==> src/rtl/expr_eval_sequencer_if.sv <==
// Requester/response handshake bundle for expr_eval_sequencer.
// master: requesters plus response consumer; slave: the sequencer.
interface expr_eval_sequencer_if #(
  parameter int unsigned NREQ = 4,
  parameter int unsigned OPW  = 60,
  parameter int unsigned RESW = 90
);
  localparam int unsigned IDW = $clog2(NREQ);

  logic [NREQ-1:0]     req_valid;
  logic [NREQ-1:0]     req_ready;
  logic [NREQ*OPW-1:0] req_ops;
  logic                rsp_valid;
  logic                rsp_ready;
  logic [IDW-1:0]      rsp_id;
  logic [RESW-1:0]     rsp_y;

  modport master (
    output req_valid, req_ops, rsp_ready,
    input  req_ready, rsp_valid, rsp_id, rsp_y
  );

  modport slave (
    input  req_valid, req_ops, rsp_ready,
    output req_ready, rsp_valid, rsp_id, rsp_y
  );
endinterface

==> src/rtl/expr_eval_sequencer.sv <==
// Round-robin sequencer sharing one combinational expression unit among NREQ requesters.
// Optional result-signature MISR is built only when EXPR_SEQ_MISR_EN is defined.
module expr_eval_sequencer #(
  parameter int unsigned NREQ   = 4,
  parameter int unsigned OPW    = 60,
  parameter int unsigned RESW   = 90,
  parameter int unsigned SETTLE = 1
) (
  input  logic                   clk,
  input  logic                   rst_n,
  expr_eval_sequencer_if.slave   bus,
  output logic [OPW-1:0]         dut_ops,
  input  logic [RESW-1:0]        dut_y,
  input  logic                   sig_clr,
  output logic [RESW-1:0]        sig
);
  localparam int unsigned IDW = $clog2(NREQ);

  localparam logic [1:0] IDLE  = 2'd0;
  localparam logic [1:0] DRIVE = 2'd1;
  localparam logic [1:0] RESP  = 2'd2;

  logic [1:0]      state;
  logic [IDW-1:0]  rr;
  logic [IDW-1:0]  gnt;
  logic            found;
  logic [3:0]      cnt;
  logic [IDW-1:0]  rsp_id_q;
  logic [RESW-1:0] rsp_y_q;
  logic            cap;

  // First requester at or after rr, wrapping.
  always_comb begin
    int unsigned j;
    found = 1'b0;
    gnt   = '0;
    j     = 0;
    for (int unsigned k = 0; k < NREQ; k++) begin
      j = (32'(rr) + k) % NREQ;
      if (!found && bus.req_valid[IDW'(j)]) begin
        found = 1'b1;
        gnt   = IDW'(j);
      end
    end
  end

  always_comb begin
    bus.req_ready = '0;
    if (rst_n && state == IDLE && found) bus.req_ready[gnt] = 1'b1;
  end

  assign cap           = (state == DRIVE) && (cnt == '0);
  assign bus.rsp_valid = (state == RESP);
  assign bus.rsp_id    = rsp_id_q;
  assign bus.rsp_y     = rsp_y_q;

  always_ff @(posedge clk or negedge rst_n) begin
    if (!rst_n) begin
      state    <= IDLE;
      rr       <= '0;
      dut_ops  <= '0;
      rsp_id_q <= '0;
      rsp_y_q  <= '0;
      cnt      <= '0;
    end else begin
      case (state)
        IDLE: begin
          if (found) begin
            dut_ops  <= bus.req_ops[32'(gnt)*OPW +: OPW];
            rsp_id_q <= gnt;
            rr       <= (32'(gnt) == NREQ - 1) ? '0 : gnt + 1'b1;
            cnt      <= 4'(SETTLE - 1);
            state    <= DRIVE;
          end
        end
        DRIVE: begin
          if (cap) begin
            rsp_y_q <= dut_y;
            state   <= RESP;
          end else begin
            cnt <= cnt - 1'b1;
          end
        end
        RESP: begin
          if (bus.rsp_ready) state <= IDLE;
        end
        default: state <= IDLE;
      endcase
    end
  end

`ifdef EXPR_SEQ_MISR_EN
  // Rotate-left plus extra feedback of the top bit into bits 2, 3 and 5.
  localparam logic [RESW-1:0] TAPS = RESW'(6'b101100);

  always_ff @(posedge clk or negedge rst_n) begin
    if (!rst_n) begin
      sig <= '0;
    end else if (sig_clr) begin
      sig <= '0;
    end else if (cap) begin
      sig <= {sig[RESW-2:0], sig[RESW-1]} ^ dut_y ^ (sig[RESW-1] ? TAPS : '0);
    end
  end
`else
  logic unused_sig_clr;
  assign unused_sig_clr = sig_clr;
  assign sig = '0;
`endif
endmodule

==> src/flat_wrapper.sv <==
// flat-port wrapper written by rule: the top's interface ports become plain ports
module expr_eval_sequencer_flat 
#(
  parameter int unsigned NREQ   = 4,
  parameter int unsigned OPW    = 60,
  parameter int unsigned RESW   = 90,
  parameter int unsigned SETTLE = 1
)
  (clk, rst_n, dut_ops, dut_y, sig_clr, sig, bus_req_valid, bus_req_ops, bus_rsp_ready, bus_req_ready, bus_rsp_valid, bus_rsp_id, bus_rsp_y);
  expr_eval_sequencer_if #(.NREQ(NREQ), .OPW(OPW), .RESW(RESW)) bus_i ();
  input  logic clk;
  input  logic rst_n;
  output logic [OPW-1:0] dut_ops;
  input  logic [RESW-1:0] dut_y;
  input  logic sig_clr;
  output logic [RESW-1:0] sig;
  input wire logic [$bits(bus_i.req_valid)-1:0] bus_req_valid;
  input wire logic [$bits(bus_i.req_ops)-1:0] bus_req_ops;
  input wire logic [$bits(bus_i.rsp_ready)-1:0] bus_rsp_ready;
  output wire logic [$bits(bus_i.req_ready)-1:0] bus_req_ready;
  output wire logic [$bits(bus_i.rsp_valid)-1:0] bus_rsp_valid;
  output wire logic [$bits(bus_i.rsp_id)-1:0] bus_rsp_id;
  output wire logic [$bits(bus_i.rsp_y)-1:0] bus_rsp_y;
  assign bus_i.req_valid = bus_req_valid;
  assign bus_i.req_ops = bus_req_ops;
  assign bus_i.rsp_ready = bus_rsp_ready;
  assign bus_req_ready = bus_i.req_ready;
  assign bus_rsp_valid = bus_i.rsp_valid;
  assign bus_rsp_id = bus_i.rsp_id;
  assign bus_rsp_y = bus_i.rsp_y;
  expr_eval_sequencer #(.NREQ(NREQ), .OPW(OPW), .RESW(RESW), .SETTLE(SETTLE)) u_core (.clk(clk), .rst_n(rst_n), .bus(bus_i), .dut_ops(dut_ops), .dut_y(dut_y), .sig_clr(sig_clr), .sig(sig));
endmodule
==> config.mk <==
export PLATFORM = sky130hd
export DESIGN_NAME = expr_eval_sequencer_flat
export DESIGN_NICKNAME = d
export VERILOG_FILES = /design/src/rtl/expr_eval_sequencer_if.sv /design/src/rtl/expr_eval_sequencer.sv /design/src/flat_wrapper.sv
export SDC_FILE = /design/constraint.sdc
export NUM_CORES = 1
export LEC_CHECK = 0
export CAP_MARGIN = 40
export CORE_AREA = 2 2 225 227
export CTS_CLUSTER_DIAMETER = 40
export DETAILED_ROUTE_END_ITERATION = 8
export DIE_AREA = 0 0 227 229
export HOLD_SLACK_MARGIN = 0.1
export PLACE_DENSITY = 0.56
export SYNTH_ARGS = -nofsm -noshare
export SYNTH_HDL_FRONTEND = slang
export SYNTH_SLANG_ARGS = --single-unit
export TNS_END_PERCENT = 10
==> constraint.sdc <==
create_clock -name clk -period 3.8 [get_ports clk]
set_clock_uncertainty 0.15 [all_clocks]
set_input_delay 1.14 -clock clk [delete_from_list [all_inputs] [get_ports clk]]
set_output_delay 1.14 -clock clk [all_outputs]
set_load 0.05 [all_outputs]
==> results.md <==
- Status: finished, final reports clean
- Synthesis warning total: 0
- CP endpoint kind: output pin
- GRT Overall Usage: 12.4%
- Synthesis-to-finish area growth: 69.1%
- Max Cap Viol: 0
- Final setup vio count: 0
- Post-route DRC violation count: 0
- CORE AREA: 0.0497 sq mm
- Yosys cell types: 41
- WP data required: 2.51 ns
- Sequential area share after synthesis: 46.1%
- Final Slew Violations: 0
- Startpoint types: input port
- Final Hold Viols: 0
- Hold WC Path Type: register to register
- Routed WL: 33300 um
- I/O Buffers: 493
- Final nets: 1575
- Clock Latency Late Sink: 0.47 ns
- # rows: 82
- Initial antenna violation count: 11
- Vias in the first global route: 7931
- Io pins: 585
- H-tree levels: 4
- First-pass GRT wire length: 47900 um
- Pin count of the biggest net entering global routing: 92
- Drt pass-1 iters: 4
- Slew Limit Headroom: 51.4%
- Syn Inst Count: 757
- Setup CP Type: input port to output pin
- VDD IR-drop max: 0.000363 V
- Min cycle time layout: 3.73 ns
- CTS max path bufs: 2
- Sink Count: 160
- Antenna-violating nets left: 0
- DR vias/cell: 3.99
- CP arrival: 2.44 ns
- Mean Syn Cell Area: 11.5 sq um
- Detail Placement HPWL: 25700 um
- Layout cells sized above 1: 14.6%
- Initial Util: 17.5%
- CTS Hold Bufs: 0
- Iter 0 DRT Violations: 297
- Post-Route M1 WL: 11800 um
- Top layer in use: met5
- CTS buffer count: 17
- RD Place Congestion: 0.768
- Final std cells w/o fill: 1920
- Yosys reg bits: 160
- Grt ovf: 0
- Worst Max-Slew Pin Slew: 0.729 ns
- CTS tree: done
- Final period util: 98.0%
- Clock slew at reported path FFs: 0.06 ns
- Placed instance count: 1886
- DR WL met3: 3600 um
- Vias: 7654
- Crit Path Max Fanout: 6
- Wire per inst: 17.4 um
- Hold_ws: 0.329 ns
- Mapped cell area: 0.00869 sq mm
- Root Buffer: clkbuf_16
- Fmax: 268 MHz
- Routed length on met2: 17000 um
- RSZ-0062 raised after global routing: false
- Die width: 227 um
- Die area: 0.0520 sq mm
- PD cells: 907 mW/mm^2
- Die Span Y: 229 um
- Leak: 5.97 nW
[Yosys cell counts]
library cell / n / area, sq um
a31oi_1: 1 / 6.26
o31a_1: 1 / 8.76
mux2i_1: 61 / 611
nand2_1: 5 / 18.8
a211oi_2: 4 / 50.1
nor2b_1: 1 / 6.26
inv_1: 5 / 18.8
nand2b_4: 1 / 13.8
nand2b_1: 1 / 6.26
buf_4: 91 / 683
buf_12: 7 / 140
ha_1: 3 / 37.5
clkinv_1: 1 / 3.75
a21o_1: 2 / 15.0
o21ai_0: 6 / 30.0
nor4_1: 1 / 6.26
or4b_2: 1 / 10.0
nand3b_1: 1 / 7.51
nor3_1: 3 / 15.0
clkbuf_1: 44 / 165
and3_1: 61 / 382
or3b_2: 1 / 8.76
nor3b_1: 2 / 15.0
a211oi_1: 56 / 420
buf_2: 2 / 10.0
a2111oi_2: 4 / 60.1
a21oi_1: 1 / 5.00
inv_8: 1 / 11.3
and2_4: 1 / 8.76
a2111oi_0: 56 / 490
or2_1: 1 / 6.26
buf_6: 7 / 78.8
nand3_1: 2 / 10.0
a2bb2oi_2: 1 / 15.0
mux2_2: 90 / 1010
xnor2_1: 2 / 17.5
conb_1: 1 / 3.75
dfrtp_1: 160 / 4000
nor2_1: 66 / 248
buf_1: 1 / 3.75
o31ai_4: 1 / 21.3
[power breakdown]
| part | switching, mW | leakage, nW | internal, mW |
|---|---|---|---|
| logic | 5.33 | 3.85 | 3.10 |
| registers | 0.478 | 1.84 | 2.59 |
| clock network | 0.813 | 0.283 | 0.995 |
[layer usage]
layer  up-vias  GRT usage, %
met5         -             0
li1       3572             -
met2       377          22.3
met1      3636          12.6
met3        53          5.38
met4        16          4.96
[timing repair]
item / CTS / global route
resized for setup: 10 / 6
buffers inserted: 0 / 1
pin swaps: 2 / 1
endpoints found under the setup margin: 4 / 4
cloned: 0 / 0
[state kept, by name, indices dropped and copies added, names as in the netlist]
signal and flops:
u_core.bus.rsp_id 2, u_core.bus.rsp_y 90, u_core.cnt 4, u_core.dut_ops 60, u_core.rr 2, u_core.state 2
[cells in the final DEF (no fill, tap or decap), drive strengths merged, types with 2 or more instances in the layout]
cell type | synthesis | routed
clkdlybuf4s50 | 0 | 484
dfrtp | 160 | 160
mux2 | 90 | 90
conb | 1 | 90
nor2 | 66 | 66
mux2i | 61 | 61
and3 | 61 | 61
a2111oi | 60 | 60
a211oi | 60 | 60
buf | 108 | 34
clkbuf | 44 | 19
inv | 6 | 12
o21ai | 6 | 6
nand2 | 5 | 5
clkinvlp | 0 | 3
nor3 | 3 | 3
ha | 3 | 3
clkinv | 1 | 3
diode | 0 | 2
nor3b | 2 | 2
nand3 | 2 | 2
xnor2 | 2 | 2
bufinv | 0 | 2
nand2b | 2 | 2
a21o | 2 | 2
[path summary, 6_finish.rpt]
kind | depth (start not counted) | start | endpoint | slack (ns)
max | 8 | bus_req_valid[2] | bus_req_ready[2] | 0.07
min | 1 | u_core.bus.rsp_id[1] | u_core.bus.rsp_id[1] | 0.33
max reg2reg | 8 | u_core.rr[1] | u_core.dut_ops[36] | 1.21
min reg2reg | 1 | u_core.bus.rsp_id[1] | u_core.bus.rsp_id[1] | 0.33
max in group asynchronous | 4 | rst_n | u_core.dut_ops[14] | 1.79
min in group asynchronous | 2 | rst_n | u_core.rr[1] | 0.63
[layout make-up]
| cell class | count | area (sq um) |
|---|---|---|
| inverter | 7 | 33.8 |
| clock inverter | 13 | 154 |
| fill | 5262 | 35000 |
| clock buffer | 18 | 439 |
| tap | 672 | 841 |
| antenna | 2 | 5.00 |
| sequential | 160 | 4000 |
| multi-input combinational | 527 | 3960 |
| timing repair buffer | 521 | 5250 |
[worst max-delay path, cell delays in order]
cell,delay [ns]
clkdlybuf4s15_1,0.28
nand2b_4,0.06
a21o_2,0.22
and2_4,0.18
inv_8,0.07
ha_2,0.15
and3_4,0.19
buf_12,0.13
[per-stage QoR]
stage | power, mW | setup TNS [ns] | worst slack [ns] | util, % | area [sq um]
after floorplan | 8.75 | -0.505 | -0.136 | - | 9030
after global placement | 11.5 | -0.984 | -0.286 | 28.3 | 14000
after detailed placement | 11.6 | -0.971 | -0.294 | 28.3 | 14100
after CTS | 13.5 | 0 | 0.00307 | 29.6 | 14700
after global routing | 14.0 | 0 | 0.0145 | 29.6 | 14700
final | 13.3 | 0 | 0.0748 | 29.6 | 14700
[cells by family after synthesis]
logic type               share of synthesized area (%)
flip-flops                                        46.1
AND/OR/NAND/NOR                                   8.77
adder cells (fa/ha/maj)                          0.432
multiplexers                                      18.7
buffers and inverters                             12.8
other                                           0.0432
XOR/XNOR                                         0.202
AO/OA/AOI/OAI                                     12.9
Power figures use the tool's default switching activity.
